**src/rtl/mem_port_arbiter_if.sv**
```systemverilog
// Bus bundle between the pipeline (IF/MEM requesters), the single-port SRAM
// and the arbiter that shares it.
//   slave  : the arbiter's view (takes requests and SRAM read data, drives
//            ready pulses, read data, SRAM controls and busy)
//   master : the environment's view (pipeline stages plus SRAM model)
interface mem_port_arbiter_if #(
    parameter int ADDR_W = 32,
    parameter int DATA_W = 32
);
    // instruction fetch port
    logic              if_req;
    logic [ADDR_W-1:0] if_addr;
    logic [DATA_W-1:0] if_rdata;
    logic              if_ready;
    // load/store port
    logic              mem_req;
    logic              mem_we;
    logic [ADDR_W-1:0] mem_addr;
    logic [DATA_W-1:0] mem_wdata;
    logic [DATA_W-1:0] mem_rdata;
    logic              mem_ready;
    // external SRAM
    logic [ADDR_W-1:0] sram_addr;
    logic [DATA_W-1:0] sram_wdata;
    logic [DATA_W-1:0] sram_rdata;
    logic              sram_we_n;
    logic              sram_oe_n;
    // status
    logic              busy;

    modport slave (
        input  if_req, if_addr, mem_req, mem_we, mem_addr, mem_wdata, sram_rdata,
        output if_rdata, if_ready, mem_rdata, mem_ready,
               sram_addr, sram_wdata, sram_we_n, sram_oe_n, busy
    );

    modport master (
        output if_req, if_addr, mem_req, mem_we, mem_addr, mem_wdata, sram_rdata,
        input  if_rdata, if_ready, mem_rdata, mem_ready,
               sram_addr, sram_wdata, sram_we_n, sram_oe_n, busy
    );
endinterface

```
**src/rtl/mem_port_arbiter.sv**
```systemverilog
// Shares one single-port SRAM between instruction fetch (IF) and load/store
// (MEM). Each access runs IDLE -> ACCESS (SRAM_WAIT+1 cycles) -> DONE, and the
// owning port gets a one-cycle ready pulse in DONE. MEM has fixed priority
// over IF when both are waiting in IDLE.
// Ports:
//   clk  - clock, rising edge
//   rst  - asynchronous reset, active low
//   bus  - slave modport: IF/MEM request ports, SRAM pins, busy
module mem_port_arbiter #(
    parameter int ADDR_W    = 32,
    parameter int DATA_W    = 32,
    parameter int SRAM_WAIT = 2
) (
    input  logic                clk,
    input  logic                rst,
    mem_port_arbiter_if.slave   bus
);
    typedef enum logic [1:0] {IDLE, ACCESS, DONE} state_t;

    // Access latched at grant; requesters may misbehave afterwards without
    // affecting the access in flight.
    typedef struct packed {
        logic              owner_mem;
        logic              we;
        logic [ADDR_W-1:0] addr;
        logic [DATA_W-1:0] wdata;
    } acc_t;

    localparam logic [3:0] LAST = 4'(SRAM_WAIT);

    state_t            state, state_nxt;
    logic [3:0]        cnt;
    acc_t              acc;
    logic [DATA_W-1:0] if_rdata_q, mem_rdata_q;

    // ---------------- state register + datapath ----------------
    always_ff @(posedge clk or negedge rst) begin
        if (!rst) begin
            state       <= IDLE;
            cnt         <= '0;
            acc         <= '0;
            if_rdata_q  <= '0;
            mem_rdata_q <= '0;
        end else begin
            state <= state_nxt;
            case (state)
                IDLE: begin
                    cnt <= '0;
                    if (bus.mem_req) begin
                        acc.owner_mem <= 1'b1;
                        acc.we        <= bus.mem_we;
                        acc.addr      <= bus.mem_addr;
                        acc.wdata     <= bus.mem_wdata;
                    end else if (bus.if_req) begin
                        // fetches leave the last write data on the pins
                        acc.owner_mem <= 1'b0;
                        acc.we        <= 1'b0;
                        acc.addr      <= bus.if_addr;
                    end
                end
                ACCESS: begin
                    if (cnt == LAST) begin
                        cnt <= '0;
                        // read data is captured at the end of the final wait
                        // state so the owner sees it in its ready cycle
                        if (!acc.we) begin
                            if (acc.owner_mem) mem_rdata_q <= bus.sram_rdata;
                            else               if_rdata_q  <= bus.sram_rdata;
                        end
                    end else begin
                        cnt <= cnt + 4'd1;
                    end
                end
                default: cnt <= '0;
            endcase
        end
    end

    // ---------------- next state + strobes ----------------
    always_comb begin
        state_nxt     = state;
        bus.sram_oe_n = 1'b1;
        bus.sram_we_n = 1'b1;
        bus.if_ready  = 1'b0;
        bus.mem_ready = 1'b0;
        case (state)
            IDLE: begin
                if (bus.mem_req || bus.if_req) state_nxt = ACCESS;
            end
            ACCESS: begin
                bus.sram_oe_n = acc.we;
                bus.sram_we_n = ~acc.we;
                if (cnt == LAST) state_nxt = DONE;
            end
            DONE: begin
                // only one owner exists, so the two pulses are exclusive
                bus.if_ready  = ~acc.owner_mem;
                bus.mem_ready = acc.owner_mem;
                state_nxt     = IDLE;
            end
            default: state_nxt = IDLE;
        endcase
    end

    assign bus.sram_addr  = acc.addr;
    assign bus.sram_wdata = acc.wdata;
    assign bus.if_rdata   = if_rdata_q;
    assign bus.mem_rdata  = mem_rdata_q;
    assign bus.busy       = (state != IDLE);

endmodule
```
**src/flat_wrapper.sv**
```systemverilog
// flat-port wrapper written by rule: the top's interface ports become plain ports
module mem_port_arbiter_flat 
#(
    parameter int ADDR_W    = 32,
    parameter int DATA_W    = 32,
    parameter int SRAM_WAIT = 2
)
  (clk, rst, bus_if_req, bus_if_addr, bus_mem_req, bus_mem_we, bus_mem_addr, bus_mem_wdata, bus_sram_rdata, bus_if_rdata, bus_if_ready, bus_mem_rdata, bus_mem_ready, bus_sram_addr, bus_sram_wdata, bus_sram_we_n, bus_sram_oe_n, bus_busy);
  mem_port_arbiter_if #(.ADDR_W(ADDR_W), .DATA_W(DATA_W)) bus_i ();
  input  logic clk;
  input  logic rst;
  input wire logic [$bits(bus_i.if_req)-1:0] bus_if_req;
  input wire logic [$bits(bus_i.if_addr)-1:0] bus_if_addr;
  input wire logic [$bits(bus_i.mem_req)-1:0] bus_mem_req;
  input wire logic [$bits(bus_i.mem_we)-1:0] bus_mem_we;
  input wire logic [$bits(bus_i.mem_addr)-1:0] bus_mem_addr;
  input wire logic [$bits(bus_i.mem_wdata)-1:0] bus_mem_wdata;
  input wire logic [$bits(bus_i.sram_rdata)-1:0] bus_sram_rdata;
  output wire logic [$bits(bus_i.if_rdata)-1:0] bus_if_rdata;
  output wire logic [$bits(bus_i.if_ready)-1:0] bus_if_ready;
  output wire logic [$bits(bus_i.mem_rdata)-1:0] bus_mem_rdata;
  output wire logic [$bits(bus_i.mem_ready)-1:0] bus_mem_ready;
  output wire logic [$bits(bus_i.sram_addr)-1:0] bus_sram_addr;
  output wire logic [$bits(bus_i.sram_wdata)-1:0] bus_sram_wdata;
  output wire logic [$bits(bus_i.sram_we_n)-1:0] bus_sram_we_n;
  output wire logic [$bits(bus_i.sram_oe_n)-1:0] bus_sram_oe_n;
  output wire logic [$bits(bus_i.busy)-1:0] bus_busy;
  assign bus_i.if_req = bus_if_req;
  assign bus_i.if_addr = bus_if_addr;
  assign bus_i.mem_req = bus_mem_req;
  assign bus_i.mem_we = bus_mem_we;
  assign bus_i.mem_addr = bus_mem_addr;
  assign bus_i.mem_wdata = bus_mem_wdata;
  assign bus_i.sram_rdata = bus_sram_rdata;
  assign bus_if_rdata = bus_i.if_rdata;
  assign bus_if_ready = bus_i.if_ready;
  assign bus_mem_rdata = bus_i.mem_rdata;
  assign bus_mem_ready = bus_i.mem_ready;
  assign bus_sram_addr = bus_i.sram_addr;
  assign bus_sram_wdata = bus_i.sram_wdata;
  assign bus_sram_we_n = bus_i.sram_we_n;
  assign bus_sram_oe_n = bus_i.sram_oe_n;
  assign bus_busy = bus_i.busy;
  mem_port_arbiter #(.ADDR_W(ADDR_W), .DATA_W(DATA_W), .SRAM_WAIT(SRAM_WAIT)) u_core (.clk(clk), .rst(rst), .bus(bus_i));
endmodule
```
**config.mk**
```make
export PLATFORM = sky130hd
export DESIGN_NAME = mem_port_arbiter_flat
export DESIGN_NICKNAME = d
export VERILOG_FILES = /design/src/rtl/mem_port_arbiter_if.sv /design/src/rtl/mem_port_arbiter.sv /design/src/flat_wrapper.sv
export SDC_FILE = /design/constraint.sdc
export NUM_CORES = 1
export LEC_CHECK = 0
export CORE_UTILIZATION = 37
export CTS_BUF_LIST = sky130_fd_sc_hd__clkbuf_8
export DETAILED_ROUTE_END_ITERATION = 16
export PLACE_DENSITY = 0.78
export SYNTH_ARGS = -nofsm -noshare
export SYNTH_HDL_FRONTEND = slang
export SYNTH_SLANG_ARGS = --single-unit
```
**constraint.sdc**
```tcl
create_clock -name clk -period 2.9 [get_ports clk]
set_clock_uncertainty 0.2 [all_clocks]
set_input_delay 0.58 -clock clk [delete_from_list [all_inputs] [get_ports clk]]
set_output_delay 0.58 -clock clk [all_outputs]
set_load 0.02 [all_outputs]
```
-- Word level (Yosys, flattened, before mapping)
Index checks and enable logic that the tools add are counted.
- input bits: 133
- bits in registers: 136
- bits in read-only memories: 0
- memories: 0
- word-level logic and storage cells: 36
- bits in writable memories: 0
- latch bits: 0
- bitwise logic cells: 2
- multiply operators: 0
- equality and inequality tests: 5
- magnitude comparators: 0
- shift-type cells: 0
- reduce and logical (&&, ||, !) cells: 9
- div/mod/pow operators: 0
- multiplexer cells: 11
- add/subtract/negate cells: 1
- operators by type and width (kind ; number):
    $mux W34 ; 2
    $mux W4 ; 2
    $reduce_and A4 Y1 ; 2
    $reduce_and A2 Y1 ; 3
    $add A4 B1 Y4 const B ; 1
    $eq A4 B2 Y1 const B ; 1
    $mux W1 ; 4
    $mux W2 ; 2
    $ne A2 B1 Y1 const B ; 2
    $pmux W2 S2 ; 1
    $reduce_bool A2 Y1 ; 2
    $eq A2 B1 Y1 const B ; 1
    $eq A2 B2 Y1 const B ; 1
    $logic_not A2 Y1 ; 1
    $not A1 Y1 ; 2
    $logic_or A1 B1 Y1 ; 1

-- Logic depth before layout (Yosys ltp)
Gate-level depths: netlist of run 1.
- word-level depth: 3
- mapped depth: 7

-- Worst setup path before layout of run 1
OpenSTA, ideal clock, no wires.
- kind: register to register
- start point: register u_core.cnt[0]
- end point: register u_core.if_rdata_q[10] (netlist: u_core.bus.if_rdata[10])
- setup time: 0.125 ns
- arrival: 1.996 ns
- path slack: 0.579 ns
- stages on the path, launching flop included: 8
- cell sequence: dfrtp_1 -> inv_1 -> ha_1 -> or3b_4 -> or4_4 -> buf_6 -> buf_12 -> mux2_4
- longest elaborated chain between the ends: 2
- RTL lines (item ; RTL line ; RTL):
    start, declared ; mem_port_arbiter.sv:32 ; logic [3:0] cnt;
    start signal, assigned ; mem_port_arbiter.sv:71 ; cnt <= cnt + 4'd1;
    $eq A4 B2 Y1 ; mem_port_arbiter.sv:62 ; if (cnt == LAST) begin
    $reduce_and A4 Y1 (no line) ; n/a ;
    end signal, assigned ; mem_port_arbiter.sv:68 ; else if_rdata_q <= bus.sram_rdata;
    end, declared ; mem_port_arbiter.sv:34 ; logic [DATA_W-1:0] if_rdata_q, mem_rdata_q;
Every way passes these cells.
A chain may end at the register's enable or synchronous reset.

-- Worst setup path in the final report of run 1
- start point: register u_core.cnt[0]
- end point: register u_core.mem_rdata_q[1] (netlist: u_core.bus.mem_rdata[1])
- longest elaborated chain between the ends: 2
- RTL lines (item ; RTL line ; RTL):
    $eq A4 B2 Y1 ; mem_port_arbiter.sv:62 ;
    $reduce_and A4 Y1 (no line) ; n/a ;
    end signal, assigned ; mem_port_arbiter.sv:67 ; if (acc.owner_mem) mem_rdata_q <= bus.sram_rdata;
    end, declared ; mem_port_arbiter.sv:34 ;
Every way passes these cells.

==> impl_metrics.toml, run 1 <==
[outcome]
status = "finished, final reports clean"

[sta]
fin_ws_ns = 0.332
hold_viol = 0
rsz0062_at_grt = "false"
setup_viol = 0
slew_headroom_pct = 46.7
hold_slack_ns = 0.301
fin_crit_sh_pct = 88.6
worst_pin_slew_ns = 0.799
finalWorstPathRequiredPeriod_ns = 2.57
max_freq_mhz = 389
finalSetupTns_ns = 0
slew_violations = 0

[drt]
avgViaCountPerCell = 4.54
drt_wl_total_um = 13700
drtAntennaViolNets = 0
vias = 3848
dr.pass1.iters = 4
drc_errors = 0
drt_iter0_drc = 86
wl_per_cell_um = 16.2

[synth]
synth_cell_types = 26
syn_area_per_cell_um2 = 15.4
synth_area_mm2 = 0.00630
yosysWarnings = 0
syn_inst = 410
synth-seq-area-share_pct = 54.1
synth-seq-cells = 136
syn_nets = 545

[floorplan]
die_area_mm2 = 0.0175
die_h_um = 132
start_util_pct = 38.0
die_x_um = 132
core_area_mm2 = 0.0166
io_pins = 266
placementRows = 47

[setup_path]
cp_slowest_cell = "or4_4"
cp_cell_sequence = "inv_1 -> ha_1 -> or3b_4 -> or4_4 -> mux2_4"
cp.required_ns = 3.00
end_kind = "register"
cp_max_fo = 32
cp.arrival_ns = 2.67
critical_path.max_stage_delay_ns = 0.79
path_class = "reg -> reg"
start_kind = "register"

[layout]
nNetsFinal = 751
fillers = 1365
syn_to_final_growth_pct = 44.8
layout_commonest_cell = "clkdlybuf4s50_1"
layout.cells.non_filler = 848
mostFrequentLayoutCells = "264 x clkdlybuf4s50_1, 136 x dfrtp_1, 100 x mux2_2, 60 x mux2_4, 20 x clkbuf_8"
antennaDiodeCount = 0
drive_above_1_share_pct = 31.7

[clocking]
cts-buffers-inserted = 17
cts_buffer_depth = 2
clk_latency_ns = 0.42
cts.reportedPaths.clkPinSlew_ns = 0.07
cts-root-buf = "clkbuf_8"
hold_buffers = 0
post-cts-setup-buffers = 0
clock-sinks = 136
ctsResizeCount = 0
cts_tree = "yes"
ctsHtreeMaxLevel = 4

[power_and_ir_drop]
p_leak_nw = 3.96
total_power_mw = 10.5
power.density_mw_per_mm2 = 1150
vdd_drop_max_mv = 0.525

[global_route]
grt_use_met3_pct = 5.52
busiest_layer = "met2"
grt_max_degree = 137
first_global_vias = 4245
gr-usage-met1_pct = 19.0
antenna_found_initial = 0
grt_overflow_total = 0
grt_pass1_wl_um = 21900
grt_usage_pct = 16.0
met2_usage_pct = 27.1

[min_path]
hp-class = "reg -> reg"

[placement]
dpl.hpwl_um = 9930
dpl_worst_slack_ns = 0.305
portBuffers = 265
gp_congestion = 0.764
place_inst = 816

[job]
maxCapViolations = 0
## sequential cells by signal, indices dropped and copies added, names as in the netlist
| signal | count |
|---|---|
| u_core.bus.if_rdata | 32 |
| u_core.bus.mem_rdata | 32 |
| u_core.bus.sram_addr | 32 |
| u_core.bus.sram_wdata | 32 |
| u_core.cnt | 4 |
| u_core.acc | 2 |
| u_core.state | 2 |
## logic make-up after synthesis
kind of cell               synth area share (%)
adders and majority gates                 0.397
buffers and inverters                      10.8
and+or+nand+nor                            1.85
AOI/OAI and AO/OA                         0.457
DFF                                        54.1
muxes                                      32.2
xor gates and xnor gates                  0.278
## area by class of cell
| class | instances | area, um2 | share of cell area, % |
|---|---|---|---|
| Multi-Input combinational cell | 188 | 2210 | 24.3 |
| Inverter | 3 | 11.3 | 0.124 |
| Sequential cell | 136 | 3400 | 37.3 |
| Timing Repair Buffer | 270 | 2740 | 30.1 |
| Tap cell | 220 | 275 | 3.02 |
| Clock inverter | 11 | 194 | 2.13 |
| Clock buffer | 20 | 275 | 3.02 |
## power by group
| group | internal, mW | switching (mW) |
|---|---|---|
| Sequential | 2.87 | 0.578 |
| Combinational | 2.99 | 2.27 |
| Clock | 1.09 | 0.723 |
## Yosys cell counts
cell type / number / area [um2]
buf_4: 64 / 480
ha_1: 2 / 25.0
or3b_4: 1 / 11.3
or4_4: 2 / 22.5
o21a_1: 1 / 7.51
buf_6: 2 / 22.5
xnor2_1: 1 / 8.76
o21ai_0: 1 / 5.00
nand2b_1: 2 / 12.5
buf_2: 2 / 10.0
nor2_1: 6 / 22.5
mux2_2: 100 / 1130
mux2_4: 60 / 901
nand3_1: 1 / 5.00
a22o_1: 1 / 8.76
a21o_1: 1 / 7.51
dfrtp_1: 136 / 3400
buf_1: 4 / 15.0
nor2b_1: 1 / 6.26
clkbuf_1: 5 / 18.8
and2_1: 1 / 6.26
inv_1: 3 / 11.3
nor3b_1: 2 / 15.0
nand2_1: 4 / 15.0
xor2_1: 1 / 8.76
buf_12: 6 / 120
## metal layers
metal | wire length, um | share of wire, %
met5 | 0 | 0
met4 | 197 | 1.4
met2 | 6970 | 51
met3 | 974 | 7.1
met1 | 5600 | 41
## per-stage QoR
| step | cell area [um2] | util, % |
|---|---|---|
| floorplan | 6300 | - |
| global placement | 8640 | 52.1 |
| detailed placement | 8640 | 52.1 |
| CTS | 9110 | 54.9 |
| global route | 9120 | 55.0 |
| finish | 9120 | 55.0 |
## worst max-delay path: cells and delay by family (launching register included)
kind | cells | cell delay (ns)
simple gates | 2 | 1.18
mux | 1 | 0.40
buf+inv | 1 | 0.08
fa+ha+maj | 1 | 0.14
flops | 1 | 0.42
## final timing paths
| check | slack [ns] | cells after the start | startpoint | to |
|---|---|---|---|---|
| max | 0.33 | 5 | u_core.cnt[0]$_DFF_PN0_ | u_core.bus.mem_rdata[1]$_DFFE_PN0P_ |
| min | 0.30 | 1 | u_core.cnt[0]$_DFF_PN0_ | u_core.cnt[0]$_DFF_PN0_ |
| max reg2reg | 0.33 | 5 | u_core.cnt[0]$_DFF_PN0_ | u_core.bus.mem_rdata[1]$_DFFE_PN0P_ |
| min reg2reg | 0.30 | 1 | u_core.cnt[0]$_DFF_PN0_ | u_core.cnt[0]$_DFF_PN0_ |
| max in group asynchronous | 1.28 | 3 | rst | u_core.bus.sram_wdata[28]$_DFFE_PN0P_ |
| min in group asynchronous | 0.55 | 3 | rst | u_core.bus.sram_wdata[20]$_DFFE_PN0P_ |
No activity file was read; power rests on OpenSTA's default activity.
==> inputs of run 2 (changes only) <==
--- a/config.mk
+++ b/config.mk
@@ -7,6 +7,8 @@
 export LEC_CHECK = 0
 export CORE_UTILIZATION = 37
 export CTS_BUF_LIST = sky130_fd_sc_hd__clkbuf_8
+export CTS_CLUSTER_DIAMETER = 30
+export CTS_CLUSTER_SIZE = 30
 export DETAILED_ROUTE_END_ITERATION = 16
 export PLACE_DENSITY = 0.78
 export SYNTH_ARGS = -nofsm -noshare
==> results of run 2 <==
The final DEF is identical to that of run 1; final timing and power are the same.
==> inputs of run 3 (changes only) <==
--- a/config.mk
+++ b/config.mk
@@ -8,7 +8,6 @@
 export CORE_UTILIZATION = 37
 export CTS_BUF_LIST = sky130_fd_sc_hd__clkbuf_8
 export CTS_CLUSTER_DIAMETER = 30
-export CTS_CLUSTER_SIZE = 30
 export DETAILED_ROUTE_END_ITERATION = 16
 export PLACE_DENSITY = 0.78
 export SYNTH_ARGS = -nofsm -noshare
==> results of run 3 <==
The final DEF is identical to that of run 1; final timing and power are the same.
